[config.mk]
export PLATFORM = sky130hd
export DESIGN_NAME = alert_arbiter_flat
export DESIGN_NICKNAME = d
export VERILOG_FILES = /design/src/rtl/alert_arbiter_if.sv /design/src/rtl/alert_arbiter.sv /design/src/flat_wrapper.sv
export SDC_FILE = /design/constraint.sdc
export NUM_CORES = 1
export LEC_CHECK = 0
export BUFFER_PORTS_ARGS = -buffer_cell sky130_fd_sc_hd__buf_2
export CAP_MARGIN = 25
export CORE_MARGIN = 1.5
export CORE_UTILIZATION = 28
export DETAILED_ROUTE_END_ITERATION = 12
export GPL_TIMING_DRIVEN = 1
export PLACE_DENSITY = 0.4
export SYNTH_ARGS = -nofsm -noshare
export SYNTH_HDL_FRONTEND = slang
export SYNTH_SLANG_ARGS = --single-unit
[constraint.sdc]
create_clock -name Clk -period 10.7 [get_ports Clk]
set_clock_uncertainty 0.05 [all_clocks]
set_input_delay 2.14 -clock Clk [delete_from_list [all_inputs] [get_ports Clk]]
set_output_delay 2.14 -clock Clk [all_outputs]
set_load 0.05 [all_outputs]
[src/rtl/alert_arbiter_if.sv]
// Grant bus between the alert arbiter and the actuator/display unit.
// The arbiter drives valid/display/act/pending/drop; downstream answers with ack.
interface alert_arbiter_if;
  logic       valid;
  logic       ack;
  logic [2:0] display;
  logic [5:0] act;
  logic [5:0] pending;
  logic       drop;

  modport master (output valid, display, act, pending, drop, input ack);
  modport slave  (input valid, display, act, pending, drop, output ack);
endinterface

[src/rtl/alert_arbiter.sv]
// Round-robin alert arbiter: latches sensor rising edges and grants them one at a time.
// Optional macro FIRE_PREEMPT_EN gives fire absolute priority and lets it abort other grants.
module alert_arbiter #(
  parameter logic [6:0] T_LOW    = 7'd50,
  parameter logic [6:0] T_HIGH   = 7'd70,
  parameter int         HOLD_CYC = 4,
  parameter int         ACK_TO   = 8,
  parameter int         CNT_W    = 4
) (
  input  logic            Clk,
  input  logic            Rst,
  input  logic            SFD,
  input  logic            SRD,
  input  logic            SFA,
  input  logic            SW,
  input  logic [6:0]      ST,
  alert_arbiter_if.master bus
);

  typedef enum logic [1:0] {IDLE, GRANT, HOLD} state_t;

  state_t           state, state_n;
  logic [2:0]       ptr, ptr_n;
  logic [2:0]       sel, sel_n;
  logic [2:0]       sel_inc;
  logic [CNT_W-1:0] counter, counter_n;
  logic             valid_q, valid_n;
  logic [2:0]       display_q, display_n;
  logic [5:0]       act_q, act_n;
  logic             drop_q, drop_n;
  logic [5:0]       cond, cond_q, rise;
  logic [5:0]       pending_q, clr;
  logic             abort;

  assign cond    = {ST > T_HIGH, ST < T_LOW, SW, SFA, SRD, SFD};
  assign rise    = cond & ~cond_q;
  assign sel_inc = (sel == 3'd5) ? 3'd0 : sel + 3'd1;

  // First set bit at or after start, wrapping modulo six.
  function automatic logic [2:0] pick(input logic [5:0] p, input logic [2:0] start);
    int   j;
    logic found;
    pick  = start;
    found = 1'b0;
    for (int k = 0; k < 6; k++) begin
      j = int'(start) + k;
      if (j >= 6) j = j - 6;
      if (!found && p[j]) begin
        pick  = 3'(j);
        found = 1'b1;
      end
    end
  endfunction

  always_ff @(negedge Clk or negedge Rst) begin
    if (!Rst) begin
      state     <= IDLE;
      ptr       <= 3'd0;
      sel       <= 3'd0;
      counter   <= '0;
      valid_q   <= 1'b0;
      display_q <= 3'd0;
      act_q     <= 6'd0;
      drop_q    <= 1'b0;
      cond_q    <= 6'd0;
      pending_q <= 6'd0;
    end else begin
      state     <= state_n;
      ptr       <= ptr_n;
      sel       <= sel_n;
      counter   <= counter_n;
      valid_q   <= valid_n;
      display_q <= display_n;
      act_q     <= act_n;
      drop_q    <= drop_n;
      cond_q    <= cond;
      // A new rise beats a completion clear of the same bit.
      pending_q <= (pending_q & ~clr) | rise;
    end
  end

  always_comb begin
    state_n   = state;
    ptr_n     = ptr;
    sel_n     = sel;
    counter_n = counter;
    valid_n   = valid_q;
    display_n = display_q;
    act_n     = act_q;
    drop_n    = 1'b0;
    clr       = 6'd0;
`ifdef FIRE_PREEMPT_EN
    abort     = (state != IDLE) && (sel != 3'd2) && pending_q[2];
`else
    abort     = 1'b0;
`endif

    if (abort) begin
      state_n   = IDLE;
      valid_n   = 1'b0;
      display_n = 3'd0;
      act_n     = 6'd0;
    end else begin
      case (state)
        IDLE: begin
          if (pending_q != 6'd0) begin
`ifdef FIRE_PREEMPT_EN
            sel_n = pending_q[2] ? 3'd2 : pick(pending_q, ptr);
`else
            sel_n = pick(pending_q, ptr);
`endif
            state_n   = GRANT;
            valid_n   = 1'b1;
            display_n = sel_n + 3'd1;
            act_n     = 6'b100000 >> sel_n;
            counter_n = CNT_W'(ACK_TO - 1);
          end
        end
        GRANT: begin
          if (bus.ack) begin
            state_n   = HOLD;
            counter_n = CNT_W'(HOLD_CYC - 1);
          end else if (counter == '0) begin
            // Timed out: the event stays pending and the pointer moves past it.
            state_n   = IDLE;
            drop_n    = 1'b1;
            ptr_n     = sel_inc;
            valid_n   = 1'b0;
            display_n = 3'd0;
            act_n     = 6'd0;
          end else begin
            counter_n = counter - CNT_W'(1);
          end
        end
        HOLD: begin
          if (counter == '0) begin
            state_n   = IDLE;
            clr       = 6'(1) << sel;
            ptr_n     = sel_inc;
            valid_n   = 1'b0;
            display_n = 3'd0;
            act_n     = 6'd0;
          end else begin
            counter_n = counter - CNT_W'(1);
          end
        end
        default: state_n = IDLE;
      endcase
    end
  end

  assign bus.valid   = valid_q;
  assign bus.display = display_q;
  assign bus.act     = act_q;
  assign bus.pending = pending_q;
  assign bus.drop    = drop_q;

endmodule
[src/flat_wrapper.sv]
// flat-port wrapper written by rule: the top's interface ports become plain ports
module alert_arbiter_flat 
#(
  parameter logic [6:0] T_LOW    = 7'd50,
  parameter logic [6:0] T_HIGH   = 7'd70,
  parameter int         HOLD_CYC = 4,
  parameter int         ACK_TO   = 8,
  parameter int         CNT_W    = 4
)
  (Clk, Rst, SFD, SRD, SFA, SW, ST, bus_valid, bus_display, bus_act, bus_pending, bus_drop, bus_ack);
  alert_arbiter_if bus_i ();
  input  logic Clk;
  input  logic Rst;
  input  logic SFD;
  input  logic SRD;
  input  logic SFA;
  input  logic SW;
  input  logic [6:0] ST;
  output wire logic [$bits(bus_i.valid)-1:0] bus_valid;
  output wire logic [$bits(bus_i.display)-1:0] bus_display;
  output wire logic [$bits(bus_i.act)-1:0] bus_act;
  output wire logic [$bits(bus_i.pending)-1:0] bus_pending;
  output wire logic [$bits(bus_i.drop)-1:0] bus_drop;
  input wire logic [$bits(bus_i.ack)-1:0] bus_ack;
  assign bus_valid = bus_i.valid;
  assign bus_display = bus_i.display;
  assign bus_act = bus_i.act;
  assign bus_pending = bus_i.pending;
  assign bus_drop = bus_i.drop;
  assign bus_i.ack = bus_ack;
  alert_arbiter #(.T_LOW(T_LOW), .T_HIGH(T_HIGH), .HOLD_CYC(HOLD_CYC), .ACK_TO(ACK_TO), .CNT_W(CNT_W)) u_core (.Clk(Clk), .Rst(Rst), .SFD(SFD), .SRD(SRD), .SFA(SFA), .SW(SW), .ST(ST), .bus(bus_i));
endmodule
==> Flow_metrics.wiki <==
{| class="wikitable"
! Metric !! Value
|-
| Run status || complete, no violations
|-
| Remaining antenna violation count after routing || 0
|-
| Core Util, Final || 0.3264
|-
| Library cell contributing the largest single delay on the critical path || dfrtn_1
|-
| Synthesized netlist cell count || 309
|-
| Number of H-tree levels || 2
|-
| Worst flop-to-flop path endpoint || u_core.bus.act[2]
|-
| Delay of the slowest cell on the worst path || 0.56 ns
|-
| Number of cells traversed by the worst register-to-register path || 13
|-
| Primary flip-flop cell chosen by synthesis mapping || dfrtn_1
|-
| Ratio of cells with drive above 1 in the final layout || 0.1848
|-
| TritonCTS clock tree || built
|-
| Worst Max-Slew Pin Slew || between 0.8 and 0.9 ns
|-
| Layout overhead on the synthesized area || 13.89%
|-
| Clock latency on the worst-skew pair || ~0.3 ns
|-
| Post-detail-place hpwl || between 5000 and 6000 um
|-
| Worst Hold Class || flop to flop
|-
| Antenna violations before repair || 0
|-
| Vias per cell || about 4.9
|-
| Filler cell count || around 1100
|-
| Inserted Diodes || 0
|-
| Num Clock Sinks || 35
|-
| Clock root buffer || clkbuf_8
|-
| Die Area || roughly 0.011 sq mm
|-
| Routed length per placed instance || between 10 and 15 um
|-
| Die extent in y || 102.6 um
|-
| Top cell type's share of synthesized area || 0.3156
|-
| Distinct cell type count after synthesis || 64
|-
| Seq/Total Area, Yosys || 0.3156
|-
| Number of failing hold endpoints at the final stage || 0
|-
| Pins over their slew limit || 0
|-
| Post-Route Setup TNS || 0 ns
|-
| FF-to-FF setup slack || 5.81 ns
|-
| Final setup violation count || 0
|-
| IO Count || 31
|-
| Total vias in the final route || approximately 2300
|-
| Maximum number of pins on one net before global-route repair || 36
|-
| Worst r2r src || u_core.ptr[1]
|-
| Via count of the first global-routing pass || 2286
|-
| Initial drt markers || 92
|-
| Count of input and output buffers || 30
|-
| CP Launch Type || flop
|-
| Top cells by area in the synthesized netlist || dfrtn_1, ha_1, o21ai_0, nand2_1, nor2_1
|-
| Sum of overflow across all layers after global routing || 0
|-
| Placer congestion estimate || 0.7811
|-
| Overall routing resource usage || 0.1418
|-
| Critical path depth in cells || 1
|-
| Horizontal die dimension || 102.6 um
|-
| Average cell area after synthesis || approximately 9.0 sq um
|-
| Worst EP required || 8.51 ns
|-
| Number of buffers created by CTS || 5
|-
| Starting utilization of the core area || 0.2866
|-
| Clock-pin slew reported for the worst setup and hold paths after clock tree synthesis || ~0.050 ns
|-
| Length of the first detailed-routing pass in iterations || 4
|-
| Data arrival at the endpoint of the critical path || 6.53 ns
|-
| Longest Clk Path Bufs || 2
|-
| Cell chain of the critical path || buf_2
|-
| Category of cells accounting for the largest share of critical-path delay || flip-flops
|-
| Critical path type || flop to primary output
|-
| Nets in the synthesized netlist || 347
|-
| Slew margin rel. || 0.4649
|-
| Total DRC errors in the routed layout || 0
|-
| Source of the critical timing path || u_core.bus.pending[0]
|-
| Capture point of the worst path || bus_pending[0]
|-
| Instance area after placement || 0.003048 sq mm
|-
| Number of gates resized after cts || 0
|-
| Static Leak || 0.001373 uW
|-
| First-pass GRT wire length || about 12000 um
|-
| WL final || 6849 um
|-
| Warnings, synthesis || 0
|-
| Total core area || 0.009684 sq mm
|-
| Worst-path fanout max || 7
|-
| Critical path buffers and inverters || 1
|-
| Netlist area before placement || around 0.0028 sq mm
|-
| Cell Pwr Density || ~310 mW/mm^2
|-
| Number of buffers added for setup after CTS || 0
|-
| MaxCap Viol Count || 0
|-
| Count of flip-flops with a built-in enable after synthesis || 0
|-
| Final nets || 378
|-
| Top cell type by total area after synthesis || dfrtn_1
|-
| Yosys reg bits || 35
|-
| Post-route cell area || 0.003161 sq mm
|-
| IR Drop Worst-Case VDD || 112.3 uV
|-
| Async set or reset register ratio after synthesis || 1.000
|-
| RSZ-0062 raised after global routing || no
|-
| Kind of end point of the critical path || primary output
|-
| Row count || 36
|-
| Hold buffer count at cts || 0
|}
## placed cells by master (no fill, tap or decap), drive strengths merged, types with 3 or more instances in the layout
cell type / synthesis / routed
dfrtn: 35 / 35
nand2: 34 / 34
buf: 5 / 31
o21ai: 28 / 28
nor2: 26 / 26
inv: 24 / 24
ha: 24 / 24
nand3: 13 / 13
a21oi: 13 / 13
mux2i: 9 / 9
nand2b: 8 / 8
nor4: 5 / 5
clkbuf: 2 / 5
a31oi: 5 / 5
a22o: 4 / 4
a211oi: 4 / 4
nor3: 4 / 4
or3: 4 / 4
a21o: 3 / 3
or2: 3 / 3
a21boi: 3 / 3
o41ai: 3 / 3
a32o: 3 / 3
a2bb2oi: 3 / 3
xnor2: 3 / 3
## report_power, final
group	switching [uW]	internal (uW)
logic	409	245
clock network	53.7	69.4
registers	40.9	169
## synthesized netlist by cell type (3+ instances only)
cell	count
nor3_1	3
a211oi_1	3
a32o_1	3
a21boi_0	3
nand2_1	34
o41ai_1	3
nor4_1	5
dfrtn_1	35
a31oi_1	4
a21o_1	3
a21oi_1	12
ha_1	24
nand2b_1	8
inv_1	24
nor2_1	26
a22o_1	4
nand3_1	13
buf_6	3
mux2i_1	7
or2_2	3
o21ai_0	27
## registers in the layout (all words and copies together), names as in the netlist
name	cells
u_core.bus.valid	1
u_core.counter	4
u_core.bus.display	3
u_core.bus.act	6
u_core.bus.drop	1
u_core.bus.pending	6
u_core.cond_q	6
u_core.state	2
u_core.ptr	3
u_core.sel	3
## layout make-up
type / instances / area, sq um / area share
Multi-Input combinational cell: 243 / 1758 / 0.5562
Sequential cell: 35 / 875.8 / 0.2771
Tap cell: 133 / 166.4 / 0.05265
Timing Repair Buffer: 31 / 157.7 / 0.04988
Inverter: 24 / 90.09 / 0.02850
Clock buffer: 5 / 68.82 / 0.02177
Clock inverter: 3 / 43.79 / 0.01386
## worst min path at each step
stage	from	end	cells past startpoint
2_1_floorplan	u_core.cond_q[3]	u_core.bus.pending[3]	1
3_3_place_gp	u_core.cond_q[3]	u_core.bus.pending[3]	1
3_5_place_dp	u_core.cond_q[3]	u_core.bus.pending[3]	1
4_1_cts	u_core.cond_q[3]	u_core.bus.pending[3]	1
5_1_grt	u_core.cond_q[2]	u_core.bus.pending[2]	1
6_report	u_core.cond_q[0]	u_core.bus.pending[0]	1
## metrics by stage
step	std cells	hold WS [ns]	power [uW]	setup slack, ns
6_report	474	0.3159	987.5	1.979
5_1_grt	474	0.3319	1088	1.923
4_1_cts	474	0.3238	996.9	1.963
3_5_place_dp	466	0.3232	868.7	2.073
3_3_place_gp	466	0.3053	872.4	2.085
2_1_floorplan	309	0.3027	731.2	2.244
## layer usage
layer  vias to the layer above  global-route usage  share of wire
met3                         9             0.01831          0.018
met5                         -                   0              0
li1                       1187                   -              -
met4                         0             0.04636          0.017
met1                      1085              0.1938           0.49
met2                        25              0.2328           0.47
## cells by family after synthesis
| kind of cell | synth area share |
|---|---|
| AO/OA/AOI/OAI | 0.2448 |
| XOR/XNOR | 0.02615 |
| adder cells (fa/ha/maj) | 0.1082 |
| buffers and inverters | 0.05095 |
| flip-flops | 0.3156 |
| multiplexers | 0.04734 |
| AND/OR/NAND/NOR | 0.2069 |
(Power assumes the default switching activity.)
